**src/rtl/jstk_poll_ctrl.sv**
```systemverilog
// Purpose: periodic 5-byte poll sequencer for the PmodJSTK SPI joystick, unpacks X/Y/buttons.
// Latency: sample outputs update 2 CLK edges after SS is first sampled high; request 1 edge after tick.
// Backpressure: ticks arriving outside IDLE or while disabled are dropped; a stuck transfer aborts on timeout.
module jstk_poll_ctrl #(
    parameter int POLL_DIV    = 100000,
    parameter int TIMEOUT_CYC = 20000
) (
    input  logic        CLK,
    input  logic        RST,
    input  logic        enable,
    input  logic [1:0]  led_cmd,
    input  logic        clr_err,
    input  logic        jstk_ss,
    input  logic [39:0] jstk_dout,
    output logic        jstk_sndRec,
    output logic [7:0]  jstk_din,
    output logic [9:0]  x_pos,
    output logic [9:0]  y_pos,
    output logic [2:0]  btn,
    output logic        sample_valid,
    output logic        busy,
    output logic        timeout_err
);

    typedef enum logic [1:0] {
        S_IDLE = 2'd0,
        S_REQ  = 2'd1,
        S_BUSY = 2'd2
    } state_t;

    localparam logic [23:0] POLL_LAST = 24'(POLL_DIV - 1);
    localparam logic [31:0] TO_LAST   = 32'(TIMEOUT_CYC - 1);

    state_t      state;
    state_t      state_next;
    logic [23:0] poll_cnt;
    logic [31:0] to_cnt;
    logic        ss_s1;
    logic        ss_s2;
    logic        tick;
    logic        to_hit;
    logic        start_req;
    logic        done;
    logic        abort;

    // Only the fields that carry joystick data are consumed from the shift register.
    logic dout_unused;
    assign dout_unused = ^{jstk_dout[31:26], jstk_dout[15:10], jstk_dout[7:3]};

    assign tick   = (poll_cnt == POLL_LAST);
    assign to_hit = (to_cnt == TO_LAST);

    // Free-running poll period counter, independent of the transfer state.
    always_ff @(posedge CLK) begin
        if (RST) begin
            poll_cnt <= '0;
        end else if (tick) begin
            poll_cnt <= '0;
        end else begin
            poll_cnt <= poll_cnt + 24'd1;
        end
    end

    // Two-flop synchronizer for SS, which comes from the slow SPI clock domain.
    always_ff @(posedge CLK) begin
        if (RST) begin
            ss_s1 <= 1'b1;
            ss_s2 <= 1'b1;
        end else begin
            ss_s1 <= jstk_ss;
            ss_s2 <= ss_s1;
        end
    end

    // State register.
    always_ff @(posedge CLK) begin
        if (RST) begin
            state <= S_IDLE;
        end else begin
            state <= state_next;
        end
    end

    // Next-state logic; an SS edge always takes priority over the timeout.
    always_comb begin
        state_next = state;
        case (state)
            S_IDLE: begin
                if (tick && enable) begin
                    state_next = S_REQ;
                end
            end
            S_REQ: begin
                if (!ss_s2) begin
                    state_next = S_BUSY;
                end else if (to_hit) begin
                    state_next = S_IDLE;
                end
            end
            S_BUSY: begin
                if (ss_s2 || to_hit) begin
                    state_next = S_IDLE;
                end
            end
            default: state_next = S_IDLE;
        endcase
    end

    // Transition strobes driving the registered outputs.
    always_comb begin
        start_req = (state == S_IDLE) && (state_next == S_REQ);
        done      = (state == S_BUSY) && ss_s2;
        abort     = ((state == S_REQ) && ss_s2 && to_hit) ||
                    ((state == S_BUSY) && !ss_s2 && to_hit);
    end

    // Registered outputs, sample capture, error flag and per-state timeout counter.
    always_ff @(posedge CLK) begin
        if (RST) begin
            jstk_sndRec  <= 1'b0;
            jstk_din     <= 8'h80;
            x_pos        <= '0;
            y_pos        <= '0;
            btn          <= '0;
            sample_valid <= 1'b0;
            busy         <= 1'b0;
            timeout_err  <= 1'b0;
            to_cnt       <= '0;
        end else begin
            // sndRec stays high through REQ so the slow SPI engine cannot miss it.
            jstk_sndRec  <= (state_next == S_REQ);
            busy         <= (state_next == S_REQ) || (state_next == S_BUSY);
            sample_valid <= done;
            if (start_req) begin
                jstk_din <= {6'b100000, led_cmd};
            end
            if (done) begin
                x_pos <= {jstk_dout[25:24], jstk_dout[39:32]};
                y_pos <= {jstk_dout[9:8], jstk_dout[23:16]};
                btn   <= jstk_dout[2:0];
            end
            // A new timeout wins over a simultaneous clear so no abort goes unseen.
            if (abort) begin
                timeout_err <= 1'b1;
            end else if (clr_err) begin
                timeout_err <= 1'b0;
            end
            if (state_next != state) begin
                to_cnt <= '0;
            end else if (state != S_IDLE) begin
                to_cnt <= to_cnt + 32'd1;
            end
        end
    end

endmodule
```
**config.mk**
```make
export PLATFORM = sky130hd
export DESIGN_NAME = jstk_poll_ctrl
export DESIGN_NICKNAME = d
export VERILOG_FILES = /design/src/rtl/jstk_poll_ctrl.sv
export SDC_FILE = /design/constraint.sdc
export NUM_CORES = 1
export LEC_CHECK = 0
export ABC_AREA = 1
export CAP_MARGIN = 30
export CELL_PAD_IN_SITES_DETAIL_PLACEMENT = 0
export CELL_PAD_IN_SITES_GLOBAL_PLACEMENT = 1
export CORE_MARGIN = 2
export CORE_UTILIZATION = 37
export DETAILED_ROUTE_END_ITERATION = 12
export GPL_ROUTABILITY_DRIVEN = 0
export HOLD_SLACK_MARGIN = 0.02
export PLACE_DENSITY_LB_ADDON = 0.05
export REMOVE_ABC_BUFFERS = 1
export SLEW_MARGIN = 20
export SYNTH_ARGS = -nofsm -noshare
export SYNTH_HDL_FRONTEND = slang
export SYNTH_SLANG_ARGS = --single-unit
```
**constraint.sdc**
```tcl
create_clock -name CLK -period 2.2 [get_ports CLK]
set_input_delay 0.55 -clock CLK [delete_from_list [all_inputs] [get_ports CLK]]
set_output_delay 0.55 -clock CLK [all_outputs]
set_load 0.01 [all_outputs]
```
# Word level (Yosys, flattened, before mapping)
# Cells that the tools add are included.
# W data, S select, Z words.
# op_classes
n_div	0
eq_ne	7
shift	0
muxes	7
n_reduce_logical	16
bitwise_logic	0
n_mul	0
order_cmp	0
addsub	2
# op_table
operator	count
$add A32 B1 Y32 const B	1
$eq A32 B15 Y1 const B	1
$add A24 B1 Y24 const B	1
$eq A24 B17 Y1 const B	1
$mux W2	4
$logic_and A1 B1 Y1	7
$pmux W2 S3	1
$eq A2 B1 Y1 const B	2
$eq A2 B2 Y1 const B	2
$reduce_bool A2 Y1	2
$reduce_or A2 Y1	2
$logic_or A1 B1 Y1	3
$logic_not A2 Y1	1
$mux W1	2
$ne A2 B2 Y1	1
$logic_not A1 Y1	1
# totals
register_bits	89
memories	0
wordCells	45
latchBits	0
mem_bits_ro	0
ram_bits	0

# Logic depth before layout (Yosys ltp)
# depth
ltp_word	6
ltp_mapped	14
depth_no_buf	14

# Worst setup path before layout
# Ideal clock, no wire load.
# synth_timing
kind	reg-to-reg
startpoint	register to_cnt[0]
endpoint	register jstk_din[0]
arrival_ps	1638
t_required_ps	2084
path_stages_with_launch	14
n_path_buf	0
path_slack_ps	446
cell_sequence	dfxtp_1 -> ha_1 -> inv_1 -> nor2_4 -> nand3_1 -> nor2_1 -> nand2_1 -> a21oi_1 -> ha_1 -> inv_1 -> nor2_1 -> inv_1 -> nor2_1 -> nor2_1
# synth_via
elab_chain_cells	6
elab_cells_between_ends	8
cone_classes	eq/ne (2); mux (4); reduce/logical (2)
# synth_rtl
element	line	rtl
start: declaration	37	logic [31:0] to_cnt;
start signal: assignment	151	to_cnt <= to_cnt + 32'd1;
$eq A32 B15 Y1 (*)	51	assign to_hit = (to_cnt == TO_LAST);
$mux W2 / $logic_or A1 B1 Y1 (equally long branches)	96, 101	
$mux W2 (on tied branches)	94, 101	
$pmux W2 S3 (*)	87	case (state)
$eq A2 B1 Y1 (*)	111	start_req = (state == S_IDLE) && (state_next == S_REQ);
$logic_and A1 B1 Y1 (*)	111	
end signal: assignment	135	jstk_din <= {6'b100000, led_cmd};
end: declaration	16	output logic [7:0] jstk_din,
# Every way passes the cells marked *; elsewhere a longest branch is shown, timed or not.
# A chain may end at the register's enable or synchronous reset.

# Worst setup path after layout
# Same ends and word-level chain as after synthesis.

==> reports/qor.yml <==
run_status:
  status: "finished, final reports clean"
setup_path:
  startpoint_type: "flop"
  cp-end-kind: "flop"
  r2r_slack_ps: 230
  slowest_stage: "dfxtp_1"
  crit_chain: "ha_1 -> inv_1 -> nor2_4 -> nand3_1 -> nor2_2 -> nand2_1 -> a21oi_2 -> ha_1 -> inv_1 -> nor2_2 -> inv_1 -> nor2_1 -> nor2_1"
  cpMostUsedCell: "inv_1"
  crit_required_ps: 2440
  r2r_start: "to_cnt[0]$_SDFFE_PP0N_"
  path_max_fanout: 4
  cpPeakStageDelay_ps: 370
  worstRegToRegCells: 13
  r2r-end: "jstk_din[0]$_SDFFE_PP0P_"
  arrival_ps: 2210
  timing_worst_setup_path_type: "flop to flop"
detailed_routing:
  viasPerCell: 4.68
  drc: 0
  dr.pass1.iters: 4
  drt_iter0_drc: 194
  routed_wl_mm: 10.9
  dr_total_vias: 4029
  ant_nets: 0
  wl_per_cell_um: 12.6
cts:
  cts_htree_levels: 3
  path_clk_slew_ps: 60
  cts_buffer_depth: 2
  cts_tree: "done"
  cts_buffers: 9
  clock_latency_ps: 350
  cts-root-buf: "clkbuf_16"
  cts.sinks: 89
timing:
  finalCritPeriodShare_pct: 89.6
  period_needed_ps: 1970
  fmax_ghz: 0.507
  tightestPinTransition_ps: 844
  setup_violations: 0
  drv_slew: 0
  holdWs_ps: 411
  maxSlewHeadroom_pct: 43.6
  fin_ws_ps: 229
  hold_viol: 0
  finalClockSkew_ps: 4.78
  grt_setup_unrepaired: "false"
  final.setup.tns_ps: 0
synthesis:
  ys_seq_area_share_pct: 40.2
  ys_warn_count: 0
  yosys_register_bits: 89
  synth_area_um2: 4430
  synth_cells: 652
  synth_area_leader_cell: "dfxtp_1"
  synth_cell_types: 32
  yosys-top-cells-area: "dfxtp_1 40%, nand2_1 14%, nor2_1 9.7%"
  yosysTopAreaCellShare_pct: 40.2
  avgSynthCellArea_um2: 6.79
floorplan:
  ioPinCount: 82
  start_util_pct: 38.3
  die-area_um2: 12900
  core_um2: 11600
  die_h_um: 113
  num_rows: 39
  die_w_um: 113
place:
  portBuffers: 58
  dpl_cell_area_um2: 5160
  post-dp-hpwl_mm: 8.03
  dp_slack_ps: 68.4
finish:
  area_growth_pct: 23.7
  num_antenna_cells: 0
  fill_cells: 1207
  stdcell_area_um2: 5480
  drive_gt1_share_pct: 8.51
  fin_nets: 762
grt:
  grtUsageTotal_pct: 17.8
  grt_pass1_wl_mm: 18.3
  grt_max_degree: 33
  antenna_found_initial: 0
  grt_pass1_vias: 3893
  grt_overflow: 0
pwr:
  p_per_area_nw_per_um2: 608
  vdd_drop_max_uv: 345
  power_uw: 3330
  leakage_uw: 0.00201
job:
  cap_viol_max_count: 0
min_path:
  hold_end: "ss_s2$_SDFF_PP1_"
  hold_depth: 1
  hp-class: "flop to flop"
  hp-start: "ss_s1$_SDFF_PP1_"
==> power breakdown <==
part	internal [uW]	switching, uW	total, uW
Clock	943	653	1600
Sequential	1620	3.80	1620
Combinational	61.8	54.2	116
Total	2620	711	3330
==> cell type report <==
cell class | instances | area, um2 | share of cell area [%]
multi-input cells | 475 | 2270 | 41.5
flip-flops and latches | 89 | 1780 | 32.5
repair buffers | 67 | 673 | 12.3
inverters | 70 | 263 | 4.80
clock buffers | 12 | 256 | 4.68
well taps | 143 | 179 | 3.27
clock inverters | 4 | 51.3 | 0.936
==> cell families (layout without fill, tap and decap cells) <==
logic type               Yosys count  count (layout)  synth area share, %
buffers and inverters             92             153                 8.93
adder cells (fa/ha/maj)            3               3                0.848
other                              2               6                0.170
AO/OA/AOI/OAI                     54              54                 6.30
flip-flops                        89              89                 40.2
XOR/XNOR                          26              26                 5.14
multiplexers                       1               1                0.226
AND/OR/NAND/NOR                  385             385                 38.1
==> per-layer routing <==
layer	track usage [%]	vias to the layer above	wire (um)
li1	-	2145	-
met1	22.6	1800	5060
met2	29.0	63	5130
met3	3.51	21	364
met4	8.94	0	324
met5	0	-	0
==> worst max-delay path by stage <==
| stage | start | to | slack, ps | cells after the start |
|---|---|---|---|---|
| after floorplan | state[1]$_SDFF_PP0_ | btn[0]$_SDFFE_PP0P_ | 70 | 5 |
| after global placement | enable | jstk_din[0]$_SDFFE_PP0P_ | 100 | 11 |
| after detailed placement | enable | jstk_din[0]$_SDFFE_PP0P_ | 70 | 11 |
| after CTS | to_cnt[0]$_SDFFE_PP0N_ | jstk_din[0]$_SDFFE_PP0P_ | 100 | 13 |
| after global routing | to_cnt[0]$_SDFFE_PP0N_ | jstk_din[0]$_SDFFE_PP0P_ | 30 | 13 |
| final | to_cnt[0]$_SDFFE_PP0N_ | jstk_din[0]$_SDFFE_PP0P_ | 230 | 13 |
==> sequential cells by signal (all words and copies together) (netlist names) <==
register	flops
to_cnt	32
poll_cnt	24
x_pos	10
y_pos	10
btn	3
jstk_din	2
state	2
busy	1
jstk_sndRec	1
sample_valid	1
ss_s1	1
ss_s2	1
timeout_err	1
==> synth_stat cells <==
cell        n
buf_4       6
nand2_1   162
conb_1      2
nand2_4     2
o21ai_0     6
or2_2       4
clkbuf_1    9
nor3_1     12
inv_2       3
xnor2_1     6
nor2_2     14
dfxtp_1    89
o22ai_1     1
nor3b_1     2
a21oi_1    44
nand3_1    53
xor2_1     20
ha_1        3
nand4_1     7
o21a_1      2
and3_1      1
inv_1      67
and3_2      1
nor2_4      7
nor2_1    115
buf_2       4
nand3b_1    2
mux2i_1     1
o211ai_1    1
nand2_2     2
nand3_2     1
buf_6       3
==> what timing repair did <==
action	4_1_cts	5_1_grt
hold buffers	0	0
gates resized for setup	0	3
endpoints found under the setup margin	0	2
buffers inserted	0	0
hold endpoints to repair	0	0
==> cells in the final DEF, fill, tap and decap left out <==
master	Yosys	layout
ha_1	3	3
nand2_1	162	162
a21oi_1	44	43
bufinv_16	0	1
nor3b_1	2	2
clkbuf_8	0	2
xnor2_1	6	6
inv_2	3	3
o22ai_1	1	1
nor2_4	7	7
or2_2	4	4
clkbuf_1	9	1
mux2i_1	1	1
inv_1	67	67
nand2_4	2	2
conb_1	2	6
clkinvlp_4	0	1
nand4_1	7	7
clkinv_2	0	1
nand3b_1	2	2
buf_4	6	7
a21oi_2	0	1
o21a_1	2	2
clkbuf_16	0	9
o21ai_0	6	6
nor2_2	14	16
and3_1	1	1
clkdlybuf4s50_1	0	58
nand3_2	1	1
clkinv_4	0	1
o211ai_1	1	1
nand3_1	53	53
and3_2	1	1
nand2_2	2	2
xor2_1	20	20
buf_12	0	2
nor2_1	115	113
nor3_1	12	12
dfxtp_1	89	89
==> per-stage QoR <==
stage               util, %  std cells
floorplan                 -        634
global placement       44.6        844
detailed placement     44.6        844
CTS                    47.3        860
global route           47.4        860
finish                 47.4        860
==> critical path, delay by kind of cell (launching register included) <==
kind / cells / cell delay [ps]
buffers and inverters: 3 / 180
DFF: 1 / 370
and+or+nand+nor: 7 / 810
adders and majority gates: 2 / 340
AOI/OAI and AO/OA: 1 / 170
No activity file was read; power rests on OpenSTA's default activity.
